--- config.mk ---
export PLATFORM = sky130hd
export DESIGN_NAME = fir_filter_serial
export DESIGN_NICKNAME = d
export VERILOG_FILES = /design/src/rtl/fir_filter_serial.sv
export SDC_FILE = /design/constraint.sdc
export NUM_CORES = 1
export LEC_CHECK = 0
export CORE_MARGIN = 4
export CORE_UTILIZATION = 64
export CTS_BUF_LIST = sky130_fd_sc_hd__clkbuf_4
export DETAILED_ROUTE_END_ITERATION = 8
export GPL_ROUTABILITY_DRIVEN = 0
export PLACE_DENSITY = 0.92
export RECOVER_POWER = 50
export SLEW_MARGIN = 30
export SYNTH_ARGS = -nofsm -noshare
export SYNTH_HDL_FRONTEND = slang
export SYNTH_SLANG_ARGS = --single-unit
--- constraint.sdc ---
create_clock -name clk -period 7.6 [get_ports clk]
set_clock_uncertainty 0.2 [all_clocks]
set_input_delay 2.28 -clock clk [delete_from_list [all_inputs] [get_ports clk]]
set_output_delay 2.28 -clock clk [all_outputs]
set_load 0.005 [all_outputs]
--- src/rtl/fir_filter_serial.sv ---
// Time-multiplexed FIR filter: one MAC unit walks a TAPS-deep delay line against a
// runtime-writable coefficient bank, producing one full-precision result per accepted sample.
module fir_filter_serial #(
  parameter int DATA_W = 8,
  parameter int COEF_W = 8,
  parameter int TAPS   = 8,
  parameter int AW     = $clog2(TAPS),
  parameter int OUT_W  = DATA_W + COEF_W + $clog2(TAPS)
) (
  input  logic                     clk,
  input  logic                     reset,
  input  logic                     in_valid,
  output logic                     in_ready,
  input  logic signed [DATA_W-1:0] in_data,
  input  logic                     coef_we,
  input  logic        [AW-1:0]     coef_addr,
  input  logic signed [COEF_W-1:0] coef_data,
  output logic                     out_valid,
  output logic signed [OUT_W-1:0]  out_data
);

  localparam int PW = DATA_W + COEF_W;
  localparam logic [AW:0]   TAPS_CNT = (AW + 1)'(TAPS);
  localparam logic [AW-1:0] LAST     = AW'(TAPS - 1);

  typedef enum logic {IDLE, MAC} state_t;

  state_t                   state;
  logic signed [DATA_W-1:0] x [TAPS];
  logic signed [COEF_W-1:0] h [TAPS];
  logic        [AW-1:0]     idx;
  logic signed [OUT_W-1:0]  acc;
  logic signed [OUT_W-1:0]  acc_next;
  logic signed [PW-1:0]     x_ext;
  logic signed [PW-1:0]     h_ext;
  logic signed [PW-1:0]     prod;

  assign in_ready = (state == IDLE);

  // Single shared multiplier; the product is sign-extended so the sum never wraps.
  always_comb begin
    x_ext    = PW'(x[idx]);
    h_ext    = PW'(h[idx]);
    prod     = x_ext * h_ext;
    acc_next = acc + OUT_W'(prod);
  end

  always_ff @(posedge clk or posedge reset) begin
    if (reset) begin
      state     <= IDLE;
      idx       <= '0;
      acc       <= '0;
      out_valid <= 1'b0;
      out_data  <= '0;
      for (int i = 0; i < TAPS; i++) begin
        x[i] <= '0;
        h[i] <= '0;
      end
      h[0] <= COEF_W'(1);
    end else begin
      out_valid <= 1'b0;
      case (state)
        IDLE: begin
          // Coefficient writes are only honoured between computations.
          if (coef_we && ({1'b0, coef_addr} < TAPS_CNT)) begin
            h[coef_addr] <= coef_data;
          end
          if (in_valid) begin
            for (int i = TAPS - 1; i > 0; i--) begin
              x[i] <= x[i-1];
            end
            x[0]  <= in_data;
            idx   <= '0;
            acc   <= '0;
            state <= MAC;
          end
        end
        MAC: begin
          acc <= acc_next;
          if (idx == LAST) begin
            out_data  <= acc_next;
            out_valid <= 1'b1;
            idx       <= '0;
            state     <= IDLE;
          end else begin
            idx <= idx + 1'b1;
          end
        end
        default: state <= IDLE;
      endcase
    end
  end

endmodule

==> impl_metrics.tcl, run 1 <==
set metrics [dict create \
    fin_ws_ps 425 \
    drive_gt1_share_pct 27.4 \
    synthesis.instances 829 \
    yosys.area_share.xor_xnor_pct 1.38 \
    largest_buffer_count_on_any_clock_path 2 \
    max_freq_mhz 139 \
    detailroute.via_count 6706 \
    yosys.area.top_type "sky130_fd_sc_hd__dfrtp_1" \
    finalHoldViolCount 0 \
    cts_tree "built" \
    multi_input_area_um2 6020 \
    place_worst_setup_slack_ps 426 \
    synthesis.area_um2 10800 \
    post_synth_main_area_contributors "sky130_fd_sc_hd__dfrtp_1 39%, sky130_fd_sc_hd__fa_1 16%, sky130_fd_sc_hd__mux2_2 15%, sky130_fd_sc_hd__mux4_2 6.7%, sky130_fd_sc_hd__ha_1 5.3%" \
    run_status "finished, violations left" \
    htree_num_levels 4 \
    primary_ff_master_synth "sky130_fd_sc_hd__dfrtp_1" \
    initial_utilization_pct 65.3 \
    detail_route.first_pass.iterations 8 \
    postSynthAreaPerCell_um2 13.0 \
    grt_antenna_before_repair 1 \
    grt-ovfl-total 0 \
    grt_pass1_wl_um 37000 \
    synthToLayoutAreaGrowth_pct 8.79 \
    dp.final_hpwl_um 16600 \
    period_minus_slack_ps 7170 \
    detailed_place.area_um2 11500 \
    final_antenna_net_count 0 \
    synthSimpleGateAreaFrac_pct 6.26 \
    startpoint_type "flip-flop" \
    min-delay-path-class "flip-flop to flip-flop" \
    cts.root.buffer_cell "sky130_fd_sc_hd__clkbuf_4" \
    insertion_delay_ps 580 \
    worst_setup_path_end_kind "flip-flop" \
    post_syn_nets 982 \
    finish.net_count 1030 \
    critPathMaxFanout 15 \
    post-synth-top-area-fraction_pct 39.4 \
    ys_warn_count 0 \
    finalMaxSlewViolations 176 \
    async_flop_share_pct 100 \
    least_margin_pin_slew_ps 2570 \
    layout_worst_path_cycle_share_pct 94.4 \
    synth-edff-count 0 \
    clk_pin_slew_worst_paths_ps 160 \
    max_cap_viol_count 3 \
    wl_per_cell_um 20.1 \
    ioPinCount 44 \
    cts.sink_count 171 \
    grt_pass1_vias 7485 \
    synth.mux.area_fraction_pct 23.3 \
    grt_max_degree 66 \
    final_design_area_no_fill_um2 11700 \
    setup_total_negative_slack_ps 0 \
    rsz0062_at_grt "false" \
    buffer_ports.inserted 43 \
    sum_of_routed_wire_length_over_all_layers_um 22300 \
    core_um2 16500 \
    path_class "flip-flop to flip-flop" \
    synth_fa_ha_area_share_pct 20.9 \
    dr.first_iter.drc_count 416 \
    vias_per_cell 6.03 \
    timing.final.setup_violations 0 \
    violations_in_the_final_reports "capacitance limit, slew limit" \
    ff_latch_area_um2 4280 \
    worst_ep_required_time_ps 7890 \
    slew_headroom_pct -72.3 \
    filler_cell_count 999 \
    synth_seq_cells 171 \
    synth_sequential_area_ratio_pct 39.7 \
    row_count 47 \
    grt_use_total_pct 25.5 \
    cts_buffers 17 \
    synth_compound_area_share_pct 3.79 \
    synth_cell_types 55 \
    route.detailed.drc 0 \
    overall_die_width_um 138 \
    largest_family_of_logic_cells_by_synthesized_area "multiplexers" \
    dieHeight_um 138 \
    die_area_um2 19000 \
    arrival_ps 7470 \
]
metrics by stage:
stage | hold slack [ps] | cells | util, %
2_1_floorplan | 270 | 829 | -
3_3_place_gp | 278 | 1078 | 69.5
3_5_place_dp | 272 | 1078 | 69.5
4_1_cts | 300 | 1110 | 71.1
5_1_grt | 325 | 1112 | 71.0
6_report | 297 | 1112 | 71.0
repair_timing:
| item | in CTS | in global routing |
|---|---|---|
| setup buffers | 0 | 0 |
| hold endpoints to repair | 0 | 0 |
| setup endpoints to repair | 0 | 1 |
| hold buffers | 0 | 0 |
| gates resized for setup | 0 | 1 |
final cells by class:
| cell class | instances | area share, % |
|---|---|---|
| Antenna cell | 2 | 0.0426 |
| Clock buffer | 18 | 1.15 |
| Clock inverter | 14 | 0.980 |
| Inverter | 97 | 3.11 |
| Multi-Input combinational cell | 531 | 51.3 |
| Sequential cell | 171 | 36.5 |
| Tap cell | 220 | 2.34 |
| Timing Repair Buffer | 59 | 4.64 |
logic make-up (layout without fill, tap and decap cells):
| logic type | count (synthesis) | in the layout |
|---|---|---|
| xor gates and xnor gates | 17 | 17 |
| DFF | 171 | 171 |
| other | 0 | 2 |
| buffers and inverters | 127 | 188 |
| and+or+nand+nor | 137 | 137 |
| AOI/OAI and AO/OA | 55 | 55 |
| muxes | 192 | 192 |
| adders and majority gates | 130 | 130 |
path summary, 6_finish.rpt:
path                                   start      endpoint  slack (ps)  cells after the start
worst max-delay path                  idx[0]  out_data[18]         430                     18
worst min-delay path            out_data[11]  out_data[11]         300                      2
worst max register to register        idx[0]  out_data[18]         430                     18
worst min register to register  out_data[11]  out_data[11]         300                      2
max in group asynchronous              reset       acc[11]        1310                      3
min in group asynchronous              reset         x[61]        2670                      2
flip-flops by register name, summed over array words and instances (netlist names):
name and flops:
acc 19, h 64, idx 3, out_data 19
out_valid 1, state 1, x 64
layer usage:
| metal | vias to the layer above | GRT usage (%) | share of wire [%] |
|---|---|---|---|
| li1 | 2934 | - | - |
| met1 | 3456 | 32.3 | 39 |
| met2 | 239 | 43.2 | 52 |
| met3 | 77 | 4.57 | 5.0 |
| met4 | 0 | 11.3 | 3.7 |
| met5 | - | 0 | 0 |
worst max-delay path, stage by stage, from the launching register on:
cell	delay (ps)
sky130_fd_sc_hd__dfrtp_2	730
sky130_fd_sc_hd__buf_4	370
sky130_fd_sc_hd__mux4_2	530
sky130_fd_sc_hd__mux2i_1	610
sky130_fd_sc_hd__nor2_1	140
sky130_fd_sc_hd__fa_1	530
sky130_fd_sc_hd__inv_1	70
sky130_fd_sc_hd__fa_1	490
sky130_fd_sc_hd__inv_1	60
sky130_fd_sc_hd__fa_1	510
sky130_fd_sc_hd__fa_1	520
sky130_fd_sc_hd__fa_1	500
sky130_fd_sc_hd__ha_1	380
sky130_fd_sc_hd__and3_1	170
sky130_fd_sc_hd__a221o_1	380
sky130_fd_sc_hd__a221oi_2	340
sky130_fd_sc_hd__o21ai_1	140
sky130_fd_sc_hd__xnor2_1	160
sky130_fd_sc_hd__mux2_2	260
Yosys cell counts, types with 3 or more instances:
cell type and number:
sky130_fd_sc_hd__xnor2_1 14, sky130_fd_sc_hd__buf_2 6, sky130_fd_sc_hd__buf_1 3, sky130_fd_sc_hd__or2_2 7, sky130_fd_sc_hd__o31ai_1 8, sky130_fd_sc_hd__mux4_2 32
sky130_fd_sc_hd__nor3_1 5, sky130_fd_sc_hd__nand4_1 3, sky130_fd_sc_hd__inv_1 97, sky130_fd_sc_hd__mux2i_1 11, sky130_fd_sc_hd__nor2_1 48, sky130_fd_sc_hd__nand2b_1 11
sky130_fd_sc_hd__xor2_1 3, sky130_fd_sc_hd__fa_1 84, sky130_fd_sc_hd__nand3_1 5, sky130_fd_sc_hd__a22o_1 8, sky130_fd_sc_hd__nand3b_1 4, sky130_fd_sc_hd__nand2_1 33
sky130_fd_sc_hd__clkbuf_1 17, sky130_fd_sc_hd__mux2_2 147, sky130_fd_sc_hd__ha_1 46, sky130_fd_sc_hd__o21ai_1 3, sky130_fd_sc_hd__nor2b_1 7, sky130_fd_sc_hd__dfrtp_1 170
sky130_fd_sc_hd__o21ai_0 4, sky130_fd_sc_hd__a21o_1 7, sky130_fd_sc_hd__a21oi_1 7
cell usage in the layout (no fill, tap or decap), drive strengths merged, types with 5 or more instances in the layout:
cell / netlist / routed
nand3: 5 / 5
ha: 46 / 46
nand2: 33 / 33
xnor2: 14 / 14
fa: 84 / 84
a22o: 8 / 8
inv: 97 / 101
clkdlybuf4s50: 0 / 39
nand2b: 11 / 11
dfrtp: 170 / 170
a21o: 7 / 7
mux2: 147 / 147
nor3: 5 / 5
mux4: 32 / 32
o21ai: 7 / 7
clkinv: 0 / 7
a21oi: 8 / 8
nor2: 48 / 48
clkbuf: 17 / 20
nor2b: 7 / 7
mux2i: 13 / 13
or2: 7 / 7
o31ai: 8 / 8
buf: 13 / 14
Power of run 1 is left out: the tool's default activity adds up to more than one toggle a clock period on the data nets, which glitch-free logic cannot reach.
==> inputs of run 2 (changes only) <==
- CAP_MARGIN: unset -> 20
- CORE_ASPECT_RATIO: unset -> 1.5
==> run 2 against run 1 <==
The flow still finishes with violations (capacitance limit, slew limit). Setup slack got worse by 68 ps. Utilization is 1.2 points higher. Fmax down 0.94%. Final cell count down 1.1%. Clock-buffer cell count down 1. Sequential share of layout area shrank 0.33 points. Hold slack gained 7.9 ps. Highest routed layer unchanged.
==> impl_metrics.tcl, run 2 (synthesis results as in run 1) <==
set metrics [dict create \
    run_status "finished, violations left" \
    violations_in_the_final_reports "capacitance limit, slew limit" \
    rsz0062_at_grt "false" \
    detailed_place.area_um2 11500 \
    period_minus_slack_ps 7240 \
    layout_worst_path_cycle_share_pct 95.3 \
    grt_pass1_vias 7566 \
    final_antenna_net_count 0 \
    postCtsHoldBufs 0 \
    cpMostUsedCell "sky130_fd_sc_hd__fa_1" \
    grt_antenna_before_repair 1 \
    grt_use_total_pct 25.1 \
    startpoint_type "flip-flop" \
    row_count 57 \
    synthToLayoutAreaGrowth_pct 9.77 \
    leading_cell_types_in_the_layout_fill_and_taps_excluded "169 x sky130_fd_sc_hd__dfrtp_1, 146 x sky130_fd_sc_hd__mux2_2, 96 x sky130_fd_sc_hd__inv_1, 84 x sky130_fd_sc_hd__fa_1, 48 x sky130_fd_sc_hd__nor2_1" \
    finalHoldViolCount 0 \
    dp.final_hpwl_um 16300 \
    slowest_delay_ps 730 \
    worst_ep_required_time_ps 7930 \
    detail_route.first_pass.iterations 6 \
    cts.sink_count 171 \
    cts_repair_resize_count 0 \
    buffer_ports.inserted 43 \
    finish.net_count 1033 \
    cts_post_setup_buffers_inserted 0 \
    biggestRegsByFlops "h: 64 flops, x: 64 flops" \
    drive_gt1_share_pct 27.5 \
    htree_num_levels 4 \
    detailroute.via_count 6750 \
    grt_pass1_wl_um 37300 \
    sum_of_routed_wire_length_over_all_layers_um 22500 \
    critPathMaxFanout 13 \
    finalMaxSlewViolations 116 \
    overall_die_width_um 114 \
    place_worst_setup_slack_ps 543 \
    fin_ws_ps 357 \
    cts_buffers 17 \
    grt-ovfl-total 0 \
    least_margin_pin_slew_ps 3290 \
    final_design_area_no_fill_um2 11800 \
    clk_pin_slew_worst_paths_ps 170 \
    die_area_um2 19000 \
    ioPinCount 44 \
    vias_per_cell 6.14 \
    crit_path_cell_trace "clkbuf_1, mux4_2, mux2i_1, nand2_1, fa_1, fa_1, inv_1, fa_1, fa_1, fa_1, ha_1, and3_1, a221o_1, a221oi_2, o21ai_1, xnor2_1, mux2_2" \
    cts_tree "built" \
    cts.root.buffer_cell "sky130_fd_sc_hd__clkbuf_4" \
    timing.final.setup_violations 0 \
    dr.first_iter.drc_count 589 \
    hold-worst-slack_ps 305 \
    path_class "flip-flop to flip-flop" \
    wl_per_cell_um 20.4 \
    largest_buffer_count_on_any_clock_path 2 \
    worst_setup_path_end_kind "flip-flop" \
    min-delay-path-class "flip-flop to flip-flop" \
    core_um2 16400 \
    initial_utilization_pct 65.8 \
    setup_total_negative_slack_ps 0 \
    filler_cell_count 1015 \
    max_freq_mhz 138 \
    grt_max_degree 78 \
    route.detailed.drc 0 \
    dieHeight_um 167 \
    insertion_delay_ps 610 \
    arrival_ps 7570 \
    slowest_stage "sky130_fd_sc_hd__dfrtp_1" \
    most_common_cell_after_layout_fill_and_taps_aside "sky130_fd_sc_hd__dfrtp_1" \
    slew_headroom_pct -120 \
    max_cap_viol_count 2 \
]
run 2: changes by cell type in the layout (fill, tap and decap cells not counted), sizes merged:
cell / change
diode: -1
clkinv: -3
buf: +2
inv: +4
bufinv: +1
clkinvlp: -1
run 2: layer usage:
layer | GRT usage [%] | vias up | wire (um)
li1 | - | 2942 | -
met1 | 29.5 | 3460 | 8260
met2 | 44.3 | 257 | 12200
met3 | 4.72 | 91 | 1060
met4 | 11.1 | 0 | 971
met5 | 0 | - | 0
run 2: final cells by class:
cell class | count | area [um2] | area share (%)
timing repair buffer | 62 | 603 | 5.09
sequential | 171 | 4280 | 36.1
antenna | 1 | 2.50 | 0.0211
multi-input combinational | 531 | 6010 | 50.8
inverter | 97 | 365 | 3.08
clock inverter | 15 | 194 | 1.64
clock buffer | 17 | 128 | 1.08
tap | 206 | 258 | 2.18
run 2: final timing paths:
check	start	depth (start not counted)	slack [ps]	to
worst max-delay path	idx[1]	17	360	out_data[18]
worst min-delay path	out_data[6]	2	310	out_data[6]
worst max register to register	idx[1]	17	360	out_data[18]
worst min register to register	out_data[6]	2	310	out_data[6]
max in group asynchronous	reset	3	1580	out_data[6]
min in group asynchronous	reset	2	2850	x[60]
run 2: worst max-delay path, delay by kind of cell, from the launching register on:
family	cells	cell delay, ps
xor+xnor	1	160
compound gates	3	910
simple gates	2	330
fa+ha+maj	6	2940
buf+inv	2	580
flops	1	730
mux	3	1290
run 2: through the flow:
step / utilization [%] / instances
after floorplan: - / 829
after global placement: 70.1 / 1065
after detailed placement: 70.3 / 1067
after CTS: 72.3 / 1099
final: 72.2 / 1100
after global routing: 72.2 / 1100
Power of run 2 is left out for the same reason.
==> inputs of run 3 (changes only) <==
- GPL_ROUTABILITY_DRIVEN: 0 -> unset
==> results of run 3 <==
Final layout, timing and power as in run 2 (identical DEF).
Power of run 3 is left out for the same reason.
